File: src/rtl/ps2_move_decoder_pkg.sv
// Shared scan-code constants, direction encodings and parser state encoding
// for the PS/2 move decoder.
package ps2_move_decoder_pkg;

  localparam logic [7:0] SC_BREAK = 8'hF0;
  localparam logic [7:0] SC_EXT   = 8'hE0;

  localparam logic [7:0] SC_W     = 8'h1D;
  localparam logic [7:0] SC_A     = 8'h1C;
  localparam logic [7:0] SC_S     = 8'h1B;
  localparam logic [7:0] SC_D     = 8'h23;

  localparam logic [7:0] SC_UP    = 8'h75;
  localparam logic [7:0] SC_LEFT  = 8'h6B;
  localparam logic [7:0] SC_DOWN  = 8'h72;
  localparam logic [7:0] SC_RIGHT = 8'h74;

  localparam logic [1:0] DIR_TL = 2'b11;
  localparam logic [1:0] DIR_BL = 2'b01;
  localparam logic [1:0] DIR_BR = 2'b00;
  localparam logic [1:0] DIR_TR = 2'b10;

  typedef enum logic [1:0] {
    ST_IDLE    = 2'd0,
    ST_EXT     = 2'd1,
    ST_BRK     = 2'd2,
    ST_EXT_BRK = 2'd3
  } ps2_state_e;

  typedef struct packed {
    logic       hit;
    logic [1:0] dir;
  } key_dec_t;

  function automatic key_dec_t decode_plain(input logic [7:0] code);
    key_dec_t r;
    r = '0;
    case (code)
      SC_W:    r = '{hit: 1'b1, dir: DIR_TL};
      SC_A:    r = '{hit: 1'b1, dir: DIR_BL};
      SC_S:    r = '{hit: 1'b1, dir: DIR_BR};
      SC_D:    r = '{hit: 1'b1, dir: DIR_TR};
      default: r = '0;
    endcase
    return r;
  endfunction

  function automatic key_dec_t decode_arrow(input logic [7:0] code);
    key_dec_t r;
    r = '0;
    case (code)
      SC_UP:    r = '{hit: 1'b1, dir: DIR_TL};
      SC_LEFT:  r = '{hit: 1'b1, dir: DIR_BL};
      SC_DOWN:  r = '{hit: 1'b1, dir: DIR_BR};
      SC_RIGHT: r = '{hit: 1'b1, dir: DIR_TR};
      default:  r = '0;
    endcase
    return r;
  endfunction

endpackage

File: src/rtl/ps2_move_cooldown.sv
// Saturating down-counter that blanks new moves for COOLDOWN_CYCLES clocks
// after each accepted move.
module ps2_move_cooldown #(
  parameter int COOLDOWN_CYCLES = 2500000,
  parameter int CNT_W           = 22
) (
  input  logic clock,
  input  logic resetn,
  input  logic load,
  output logic busy,
  output logic zero
);

  logic [CNT_W-1:0] cnt_q;
  logic [CNT_W-1:0] cnt_d;

  always_comb begin
    cnt_d = cnt_q;
    if (load) begin
      cnt_d = CNT_W'(COOLDOWN_CYCLES);
    end else if (cnt_q != '0) begin
      cnt_d = cnt_q - CNT_W'(1);
    end
  end

  always_ff @(posedge clock or negedge resetn) begin
    if (!resetn) begin
      cnt_q <= '0;
    end else begin
      cnt_q <= cnt_d;
    end
  end

  assign zero = (cnt_q == '0);
  assign busy = ~zero;

endmodule

File: src/rtl/ps2_move_decoder.sv
// PS/2 scan-code parser turning WASD (and, with PS2_ARROW_KEYS_EN defined,
// extended arrow keys) into rate-limited one-cycle move pulses.
//
// state      | meaning
// -----------+-----------------------------------------------
// ST_IDLE    | no prefix pending; next byte is a plain make
// ST_EXT     | E0 seen; next byte is an extended make
// ST_BRK     | F0 seen; next byte is a plain break
// ST_EXT_BRK | E0 F0 seen; next byte is an extended break
module ps2_move_decoder
  import ps2_move_decoder_pkg::*;
#(
  parameter int COOLDOWN_CYCLES = 2500000,
  parameter int CNT_W           = 22
) (
  input  logic       clock,
  input  logic       resetn,
  input  logic [7:0] data,
  input  logic       data_en,
  output logic       move,
  output logic [1:0] dir,
  output logic       key_held,
  output logic       busy
);

  ps2_state_e state_q, state_d;
  logic       move_q, move_d;
  logic [1:0] dir_q, dir_d;
  logic       key_held_q, key_held_d;
  logic [1:0] held_dir_q, held_dir_d;

  key_dec_t   make_dec;
  key_dec_t   brk_dec;
  logic       cd_load;
  logic       cd_busy;
  logic       cd_zero;
  logic       is_repeat;

  ps2_move_cooldown #(
    .COOLDOWN_CYCLES(COOLDOWN_CYCLES),
    .CNT_W          (CNT_W)
  ) u_cooldown (
    .clock (clock),
    .resetn(resetn),
    .load  (cd_load),
    .busy  (cd_busy),
    .zero  (cd_zero)
  );

  always_comb begin
    state_d    = state_q;
    move_d     = 1'b0;
    dir_d      = dir_q;
    key_held_d = key_held_q;
    held_dir_d = held_dir_q;
    cd_load    = 1'b0;
    make_dec   = '0;
    brk_dec    = '0;
    is_repeat  = 1'b0;

    if (data_en) begin
      case (state_q)
        ST_IDLE: begin
          if (data == SC_BREAK) begin
            state_d = ST_BRK;
          end else if (data == SC_EXT) begin
            state_d = ST_EXT;
          end else begin
            make_dec = decode_plain(data);
          end
        end
        ST_EXT: begin
          if (data == SC_BREAK) begin
            state_d = ST_EXT_BRK;
          end else if (data != SC_EXT) begin
            state_d = ST_IDLE;
`ifdef PS2_ARROW_KEYS_EN
            make_dec = decode_arrow(data);
`endif
          end
        end
        ST_BRK: begin
          if (data != SC_BREAK) begin
            state_d = ST_IDLE;
            brk_dec = decode_plain(data);
          end
        end
        ST_EXT_BRK: begin
          if (data != SC_BREAK) begin
            state_d = ST_IDLE;
`ifdef PS2_ARROW_KEYS_EN
            brk_dec = decode_arrow(data);
`endif
          end
        end
        default: state_d = ST_IDLE;
      endcase
    end

    // A held key's own make is typematic repeat; anything else needs an idle cooldown.
    is_repeat = key_held_q && (held_dir_q == make_dec.dir);
    if (make_dec.hit && !is_repeat && cd_zero) begin
      move_d     = 1'b1;
      dir_d      = make_dec.dir;
      held_dir_d = make_dec.dir;
      key_held_d = 1'b1;
      cd_load    = 1'b1;
    end

    if (brk_dec.hit && key_held_q && (held_dir_q == brk_dec.dir)) begin
      key_held_d = 1'b0;
    end
  end

  always_ff @(posedge clock or negedge resetn) begin
    if (!resetn) begin
      state_q    <= ST_IDLE;
      move_q     <= 1'b0;
      dir_q      <= 2'b00;
      key_held_q <= 1'b0;
      held_dir_q <= 2'b00;
    end else begin
      state_q    <= state_d;
      move_q     <= move_d;
      dir_q      <= dir_d;
      key_held_q <= key_held_d;
      held_dir_q <= held_dir_d;
    end
  end

  assign move     = move_q;
  assign dir      = dir_q;
  assign key_held = key_held_q;
  assign busy     = cd_busy;

endmodule

File: config.mk
export PLATFORM = sky130hd
export DESIGN_NAME = ps2_move_decoder
export DESIGN_NICKNAME = d
export VERILOG_FILES = /design/src/rtl/ps2_move_decoder_pkg.sv /design/src/rtl/ps2_move_cooldown.sv /design/src/rtl/ps2_move_decoder.sv
export SDC_FILE = /design/constraint.sdc
export NUM_CORES = 1
export LEC_CHECK = 0
export ABC_AREA = 1
export CORE_MARGIN = 3
export CORE_UTILIZATION = 55
export CTS_CLUSTER_DIAMETER = 30
export DETAILED_ROUTE_END_ITERATION = 7
export PLACE_DENSITY = 0.8
export RECOVER_POWER = 100
export SLEW_MARGIN = 20
export SYNTH_ARGS = -nofsm -noshare
export SYNTH_HDL_FRONTEND = slang
export SYNTH_HIERARCHICAL = 1
export SYNTH_SLANG_ARGS = --single-unit
File: constraint.sdc
create_clock -name clock -period 7.2 [get_ports clock]
set_input_delay 1.44 -clock clock [delete_from_list [all_inputs] [get_ports clock]]
set_output_delay 1.44 -clock clock [all_outputs]
set_load 0.02 [all_outputs]
==> run metrics <==
Clock transition at path regs=roughly 0.15 ns; worst hold stages=2; Stages on worst setup path=6; status=finished with violations; count of TritonRoute iterations in the first routing pass=4; DR DRC count=0; cts bufs inserted=3; largest vdd supply drop=between 0.1 and 0.15 mV; Non-Filler Cell Area, Final=approximately 2200 µm²; gr usage total=about 20%; first-pass GRT wire length=around 6.8 mm; Worst slew margin=-0.334%; final hold vios=0; min Tclk post-route=~3.8 ns; Top Usage Layer GRT=met2; f_max=about 0.26 GHz; Die X-Extent=about 66 µm; Switching Share=between 20% and 30%; Arrival @ worst endpoint=about 2.4 ns; GR Layer Usage met1=slightly below 30%; Seq pwr share=approximately 55%; worst reg2reg setup slack=approximately 4.4 ns; mean area per synthesized cell=between 6 and 7 µm²; final worst setup slack=approximately 3.4 ns; Longest Clk Path Bufs=2; TritonCTS clock tree=yes; simple-gate share of the synthesized area=48.5%; Post-Syn Nets=approximately 300; reg2reg end=u_cooldown/cnt_q[0]; setup TNS=0 ns; CP max stage cell=dlygate4sd3_1; Synth Warn #=6; # hold bufs at CTS=0; Finish-stage setup viols=0; largest net degree at the start of global routing=29; Pint=roughly 230 µW; Synth Area in Compound Gates=between 5 and 6%; Adder-Cell Fraction of Synth Area=0.636%; critical path launch point type=register; HPWL after detailed placement=around 3.1 mm; clock power share=34.5%; initial antenna violation count=0; failing checks=capacitance limit, slew limit; RSZ-0062 raised after global routing=false; wire length per cell=11.5 µm; WS Path Type=register to output pin; Mapped Area=around 2000 µm²; clock sink count=28; routability cong.=about 0.85; mux share of post-synthesis cell area=0%; critical path capture point type=output pin; largest family of logic cells by synthesized area=simple AND/OR/NAND/NOR gates; Final Cycle Share=a little over half; Worst-Skew Late Latency=about 0.33 ns; utilization after layout=a little under two thirds; share of layout cells above drive strength 1=9.48%; Area growth, synth to finish=9.98%; CTS resizes=0; Setup WS pre-CTS=roughly 3.4 ns; Yosys reg bits=28; Pins Over Slew Limit=28; met3 Track Usage GR=4.08%; Worst EP required=5.76 ns; critical hold path startpoint=u_cooldown/cnt_q[1]; Synth Area in XOR/XNOR=less than 1%; starting density of the core=58.1%; worst clock skew=roughly 0.0055 ns; Via density=approximately 5.1; placed instance area=about 2200 µm²; Initial DRC Count=100; Critical Path Fanout Max=11; full die area=4330 µm²; measured slew at the worst slew-check pin=between 1.5 and 2 ns; total gr overflow=0; vias in the first global route=approximately 1.6k; Ports=16; Detail Route Antenna Nets=0; port buffer count=15; Mapped Cells=a little under 300; NetSw=70.0 µW; Max-cap violations=1; Pwr per Cell Area=138 nW/µm²; crit-path cells=inv_2 > ha_1 > nand2_2 > nor2_8 > nand3b_4 > dlygate4sd3_1; P_leak=between 0.001 and 0.0015 µW; core area=around 3400 µm²; GR met2 Demand/Resource=a little under a third; classification of the worst-slack hold path=register to register; H-tree depth=1; critical path's top delay family=buffers and inverters; total number of vias=between 1.5k and 2k; Antenna diodes=0; sequential element share of the synthesized area=around 36%; R2R depth=13; Buf/Inv on CP=2; Root Buffer=clkbuf_4; Post-CTS Setup Inserts=0; Nets=319; reg2reg start=u_cooldown/cnt_q[0]; chip height=about 66 µm; num rows=21; number of distinct library cells after synthesis=29; Crit path largest cell delay=0.70 ns; Worst Hold End=u_cooldown/cnt_q[1]; Gate power share=around a tenth; Post-Route WL=roughly 4 mm
kinds of logic (layout without fill, tap and decap cells):
logic type                 count (synthesis)  after routing
and+or+nand+nor                          196            196
buffers and inverters                     44             61
DFF                                       28             28
AOI/OAI and AO/OA                         18             18
xor gates and xnor gates                   2              2
adders and majority gates                  1              1
sequential cells by signal (all words and copies together), names as in the netlist:
register          cells
u_cooldown/cnt_q     22
held_dir_q            2
state_q               2
key_held              1
move                  1
tightest hold or removal path: cells and delay by family, from the launching register on:
kind	cells	cell delay, ns
flip-flops	1	0.41
AO/OA/AOI/OAI	1	0.07
AND/OR/NAND/NOR	1	0.06
power by group through the flow:
stage / logic [µW] / registers (µW) / clock network (µW)
3_3_place_gp: 34.9 / 167 / 0
4_1_cts: 35.4 / 164 / 107
6_report: 32.1 / 164 / 103
2_1_floorplan: 21.7 / 166 / 0
3_5_place_dp: 35.6 / 166 / 0
5_1_grt: 35.8 / 164 / 112
per-stage QoR:
stage	cells	hold slack, ns	power (µW)
after global routing	352	0.581	312
after floorplan	289	0.467	187
final	352	0.561	299
after detailed placement	348	0.520	202
after CTS	352	0.538	306
after global placement	348	0.519	201
final cells by class:
class                   instances  area (µm²)
clock buffers                   3        22.5
well taps                      46        57.6
inverters                      41         154
clock inverters                 1        30.0
multi-input cells             217        1050
fillers                       288        1220
flip-flops and latches         28         701
repair buffers                 16         154
how the worst max path moves through the flow:
stage / start / end / slack (ns)
after floorplan: data[6] / u_cooldown/cnt_q[6] / 4.30
after global placement: data[4] / u_cooldown/cnt_q[0] / 3.44
after detailed placement: data[2] / u_cooldown/cnt_q[0] / 3.37
after CTS: u_cooldown/cnt_q[0] / busy / 3.42
after global routing: u_cooldown/cnt_q[0] / busy / 3.17
final: u_cooldown/cnt_q[0] / busy / 3.38
cell usage after synthesis (all sizes together):
| master | number | area (µm²) |
|---|---|---|
| nand3b | 2 | 27.5 |
| inv | 40 | 150 |
| nand4 | 11 | 68.8 |
| or2 | 5 | 31.3 |
| a21oi | 5 | 25.0 |
| xor2 | 1 | 8.76 |
| a21o | 3 | 22.5 |
| and2 | 1 | 6.26 |
| o21ai | 10 | 53.8 |
| nor3 | 5 | 25.0 |
| nand2 | 80 | 323 |
| buf | 3 | 27.5 |
| dfrtp | 28 | 701 |
| nor2 | 62 | 303 |
| ha | 1 | 12.5 |
| xnor2 | 1 | 8.76 |
| nand3 | 30 | 170 |
| clkinv | 1 | 3.75 |
layout by cell type, fill, tap and decap left out, types with 2 or more instances in the layout:
cell             count
clkinv_1             2
nor2_1              53
o21ai_0              9
a21oi_1              5
nor2_2               6
nor3_1               5
dfrtp_1             28
nand2_2              6
or2_2                4
nand4_1             11
clkbuf_4             3
dlygate4sd3_1        7
nor2_4               2
nand2_1             74
clkdlybuf4s50_1      8
nand3_1             27
a21o_1               3
inv_2                2
nand3_2              3
inv_1               37
metal layers:
layer	vias to the layer above	wire length, µm
li1	956	-
met3	0	227
met5	-	0
met1	804	2030
met4	0	0
met2	52	1810
(Power assumes the default switching activity.)
==> variant 1 (same flow settings) <==
Build with the macro `PS2_ARROW_KEYS_EN` defined.
--- a/src/rtl/ps2_move_decoder.sv
+++ b/src/rtl/ps2_move_decoder.sv
@@ -7,6 +7,8 @@
 // ST_EXT     | E0 seen; next byte is an extended make
 // ST_BRK     | F0 seen; next byte is a plain break
 // ST_EXT_BRK | E0 F0 seen; next byte is an extended break
+`define PS2_ARROW_KEYS_EN
+
 module ps2_move_decoder
   import ps2_move_decoder_pkg::*;
 #(
Formal check against the unedited RTL: not equivalent (a bounded check fails within 4 cycles, from zero or initial values and one cycle with resetn low).
==> variant 1 against the original RTL <==
Power increased by 11%. Final cell count increased by 12%. Via count increased by 13%. Worst setup slack got worse by 0.14 ns. Area after synthesis increased by 11%. Design area increased by 10%. Critical path type is now primary input to register. Sequential cell count unchanged. Highest routed layer is now met4. Routed wire length increased by 13%.
==> variant 1: results (changes against the original RTL) <==
** Setup path
- Reg2reg path depth :: 14 (+1)
- Arrival time at the worst endpoint :: 4.09 ns (+1.71 ns)
- Setup slack, reg-to-reg :: 4.41 ns (+0.04 ns)
- The startpoint identified for the worst register-to-register timing path is u_cooldown/cnt_q[0].

** Synth
- Mapped Nets :: 342 (+14%)
- Synth top cells by count :: 91 x sky130_fd_sc_hd__nand2_1, 58 x sky130_fd_sc_hd__nor2_1, 40 x sky130_fd_sc_hd__inv_1
- Xor/xnor cell area share of the yosys netlist :: 0.00805 (-0.000850)
- The register area share after synthesis came to 0.322 (-0.0340).
- Post-synthesis compound-gate area fraction :: 0.0656 (+0.0141)
- Adder-cell share of the synthesized area :: 0.00575 (-0.000607)
- After synthesis, the cell types taking the most area are sky130_fd_sc_hd__dfrtp_1 32%, sky130_fd_sc_hd__nand2_1 16%, sky130_fd_sc_hd__nor2_1 10%.
- The count of unique library cells instantiated by Yosys was 33 (+14%).

** Routing
- The routed metal-1 wirelength came to 2280 um (+12%).
- 1st-pass router iterations :: 5 (+1)
- The detailed-route wire length came to 4600 um (+13%).
- Routed signal wires occupy layers up through met4.
- Number of vias per cell after detailed routing :: 5.20 (+1.1%)
- The DRC violation total after the first TritonRoute iteration was 166 (+66%).
- The wire length on met2 is 2090 um (+16%).
- Routed length on met3 :: 219 um (-3.5%)

** Clock tree
- The root buffer cell chosen for the clock tree is sky130_fd_sc_hd__clkbuf_8.
- Clock input transition at the sequential cells of the worst setup and hold paths :: 0.09 ns (-0.06 ns)
- The maximum count of clock buffers along a single path is 2 (unchanged).
- CTS Hold Bufs :: 0 (unchanged)
- Clk Latency, worst-skew pair :: 0.28 ns (-0.05 ns)
- The number of buffers created by CTS came to 3 (unchanged).

** Layout
- Proportion of layout cells with a drive suffix above 1 :: 0.112 (+0.0176)
- Total number of nets in the final design :: 360 (+13%)

** STA
- Final worst hold slack :: 0.551 ns (-0.0102 ns)
- The worst slew margin relative to its limit is 0.0191 (+0.0225).
- Layout Skew :: 0.0125 ns (+0.00707 ns)

** Global routing
- The first-pass GRT wire length came to 7910 um (+17%).
- The via count of the first global-routing pass was 1852 (+18%).
- The global-route total usage across every layer was 0.215 (+0.0149).

** Pwr
- Leakage power of the design :: 1.26 nW (+15%)
- Switching power share of the total :: 0.249 (+0.0148)
- Peak ir drop on the vdd network :: 0.0000785 V (-39%)

** Run status
- Run status :: finished clean

** Placed design
- Quantity of I/O buffers inserted on ports :: 15 (unchanged)
- Placer congestion estimate :: 0.898 (+5.1%)
- The final HPWL from detailed placement came to 3690 um (+19%).

** Min path
- The path with the worst hold slack has its endpoint at u_cooldown/cnt_q[1].
variant 1: kinds of logic (layout without fill, tap and decap cells):
| family | Yosys count | count (layout) |
|---|---|---|
| buffers and inverters | 49 | 66 |
| AO/OA/AOI/OAI | 22 | 22 |
| flip-flops | 28 | 28 |
| adder cells (fa/ha/maj) | 1 | 1 |
| XOR/XNOR | 2 | 2 |
| AND/OR/NAND/NOR | 228 | 228 |
variant 1: how the worst max path moves through the flow:
stage | startpoint | endpoint | slack (ns) | cells past startpoint
floorplan | data[7] | u_cooldown/cnt_q[6] | 4.18 | 15
global placement | data[1] | u_cooldown/cnt_q[0] | 3.31 | 15
detailed placement | data[1] | u_cooldown/cnt_q[0] | 3.22 | 15
CTS | u_cooldown/cnt_q[0] | busy | 3.47 | 6
global route | data[1] | u_cooldown/cnt_q[1] | 2.91 | 14
finish | data[1] | u_cooldown/cnt_q[1] | 3.24 | 14
variant 1: critical path, stage by stage:
cell	delay, ns
sky130_fd_sc_hd__dlygate4sd3_1	0.57
sky130_fd_sc_hd__inv_1	0.16
sky130_fd_sc_hd__nand2_1	0.08
sky130_fd_sc_hd__nor2_1	0.21
sky130_fd_sc_hd__nand2_1	0.12
sky130_fd_sc_hd__inv_1	0.09
sky130_fd_sc_hd__nor2_1	0.08
sky130_fd_sc_hd__nand2_1	0.07
sky130_fd_sc_hd__nand2_1	0.06
sky130_fd_sc_hd__nand2_1	0.12
sky130_fd_sc_hd__o21bai_1	0.14
sky130_fd_sc_hd__inv_1	0.18
sky130_fd_sc_hd__nor2_1	0.60
sky130_fd_sc_hd__o21ai_0	0.17
variant 1: area by class of cell:
class,count,area [um2]
fill,360,1360
multi-input combinational,253,1230
sequential,28,701
inverter,46,173
timing repair buffer,16,154
tap,48,60.1
clock buffer,3,41.3
clock inverter,1,30.0
variant 1: power by group through the flow:
| stage | logic [W] | registers [W] | clock network (W) |
|---|---|---|---|
| 2_1_floorplan | 0.0000350 | 0.000165 | 0 |
| 3_5_place_dp | 0.0000513 | 0.000166 | 0 |
| 6_report | 0.0000457 | 0.000163 | 0.000124 |
| 3_3_place_gp | 0.0000516 | 0.000166 | 0 |
| 5_1_grt | 0.0000522 | 0.000164 | 0.000133 |
| 4_1_cts | 0.0000515 | 0.000163 | 0.000127 |
variant 1: metal layers:
layer,global-route usage,vias to the layer above
met2,0.344,58
met4,0.0365,0
li1,-,1072
met1,0.310,923
met5,0,-
met3,0.0340,2
variant 1: per-stage QoR:
step	util	std cells	worst slack, ns	cell area [um2]
floorplan	-	330	4.18	2180
global placement	0.632	391	3.31	2370
detailed placement	0.632	391	3.22	2370
CTS	0.651	395	3.47	2440
global route	0.638	395	2.91	2390
finish	0.638	395	3.24	2390
==> variant 2 (same settings) <==
Made on the original files. Register the input `data_en` before use. The logic sees it one clock later. The other inputs are not delayed to match.
--- a/src/rtl/ps2_move_decoder.sv
+++ b/src/rtl/ps2_move_decoder.sv
@@ -22,6 +22,12 @@
   output logic       key_held,
   output logic       busy
 );
+
+  logic data_en_q;
+
+  always_ff @(posedge clock) begin
+    data_en_q <= data_en;
+  end
 
   ps2_state_e state_q, state_d;
   logic       move_q, move_d;
@@ -58,7 +64,7 @@
     brk_dec    = '0;
     is_repeat  = 1'b0;
 
-    if (data_en) begin
+    if (data_en_q) begin
       case (state_q)
         ST_IDLE: begin
           if (data == SC_BREAK) begin
Formal check against the unedited RTL: not equivalent (Yosys sat finds a counterexample within 4 cycles, from zero or initial values and one cycle with resetn low).
==> variant 2 against the original RTL <==
Power fell by 0.37%. Area after synthesis rose by 1.8%. Die area rose by 1.7%. Design area rose by 3.3%. Sequential cell count rose by 1. Global-route usage rose by 2.3 points. Routed wire length rose by 8.1%. Worst setup slack got worse by 0.13 ns. Hold slack got worse by 0.050 ns. Sequential share of layout area fell by 0.14 points.
==> variant 2: results (changes against the original RTL) <==
** Synth
- The async set or reset register ratio after synthesis is 0.966 (-0.0345).
- Sorting the synthesized cells by how often they occur yields 77 x sky130_fd_sc_hd__nand2_1, 50 x sky130_fd_sc_hd__inv_1, 45 x sky130_fd_sc_hd__nor2_1.
- Sequential cell area fraction in the yosys report :: 0.360 (+0.00354)
- Area contributors post-synth :: sky130_fd_sc_hd__dfrtp_1 35%, sky130_fd_sc_hd__nand2_1 14%, sky130_fd_sc_hd__inv_1 9.4%

** Setup path
- The minimum setup slack among reg-to-reg paths came to 4.07 ns (-0.30 ns).
- The critical path's largest stage delay came to 0.74 ns (+0.04 ns).
- The arrival time of the worst setup path came to 2.51 ns (+0.13 ns).

** Global routing
- Wire length of the first global-routing pass :: 7560 um (+12%)
- Total Routing Usage GR :: 0.223 (+0.0228)
- The met2 demand-to-capacity share in global routing was 0.337 (+0.0317).

** Routing
- The average via count per standard cell is 5.28 (+2.7%).
- Routed via count :: 1929 (+6.5%)
- The DRC violation total after the first TritonRoute iteration is 186 (+86%).
- The length of the first detailed-routing pass in iterations was 5 (+1).

** Clock tree
- Clock input transition at the sequential cells of the worst setup and hold paths :: 0.09 ns (-0.06 ns)

** Placed design
- The cell area reported after detailed placement came to 2200 um2 (+2.2%).
- Placer congestion estimate :: 0.887 (+3.9%)
- The final HPWL from detailed placement is 3290 um (+6.1%).
- Number of cells after detailed placement :: 357 (+2.6%)

** Layout
- Proportion of layout cells with a drive suffix above 1 :: 0.0909 (-0.00386)
- The post-layout net count came to 330 (+3.4%).

** Run status
- The flow ran to the end, and the final reports show no timing, DRC or antenna violations.

** Pwr
- Peak ir drop on the vdd network :: 0.000110 V (-14%)

** STA
- Smallest setup slack after layout :: 3.25 ns (-0.126 ns)
- The worst clock skew on the final layout was 0.00773 ns (+0.00225 ns).
[variant 2: area by class of cell]
class | instances | area [um2] | share of cell area
clock buffer | 6 | 41.3 | 0.0185
clock inverter | 2 | 10.0 | 0.00448
inverter | 51 | 191 | 0.0856
multi-input combinational | 215 | 1060 | 0.475
sequential | 29 | 721 | 0.322
tap | 46 | 57.6 | 0.0257
timing repair buffer | 16 | 154 | 0.0688
[variant 2: how the worst min path moves through the flow]
stage	from	to	slack [ns]	cells past startpoint
after floorplan	u_cooldown/cnt_q[21]	u_cooldown/cnt_q[21]	0.46	2
after global placement	u_cooldown/cnt_q[1]	u_cooldown/cnt_q[1]	0.49	2
after detailed placement	u_cooldown/cnt_q[21]	u_cooldown/cnt_q[21]	0.49	2
after CTS	u_cooldown/cnt_q[21]	u_cooldown/cnt_q[21]	0.52	2
after global routing	u_cooldown/cnt_q[1]	u_cooldown/cnt_q[1]	0.54	2
final	u_cooldown/cnt_q[1]	u_cooldown/cnt_q[1]	0.51	2
[variant 2: logic make-up (layout without fill, tap and decap cells)]
family,Yosys count,in the layout,synth area share
buf+inv,53,75,0.104
flops,29,29,0.360
compound gates,19,19,0.0562
fa+ha+maj,1,1,0.00624
xor+xnor,3,3,0.0131
simple gates,192,192,0.461
[variant 2: layer usage]
layer,up-vias,wire [um]
met4,0,59
li1,978,-
met2,66,1950
met1,878,2090
met3,7,289
met5,-,0
[variant 2: report_power, final]
group	internal (W)	total (W)	switching, W
combinational	0.0000117	0.0000320	0.0000203
sequential	0.000166	0.000169	0.00000342
clock	0.0000371	0.0000966	0.0000594
total	0.000215	0.000298	0.0000831
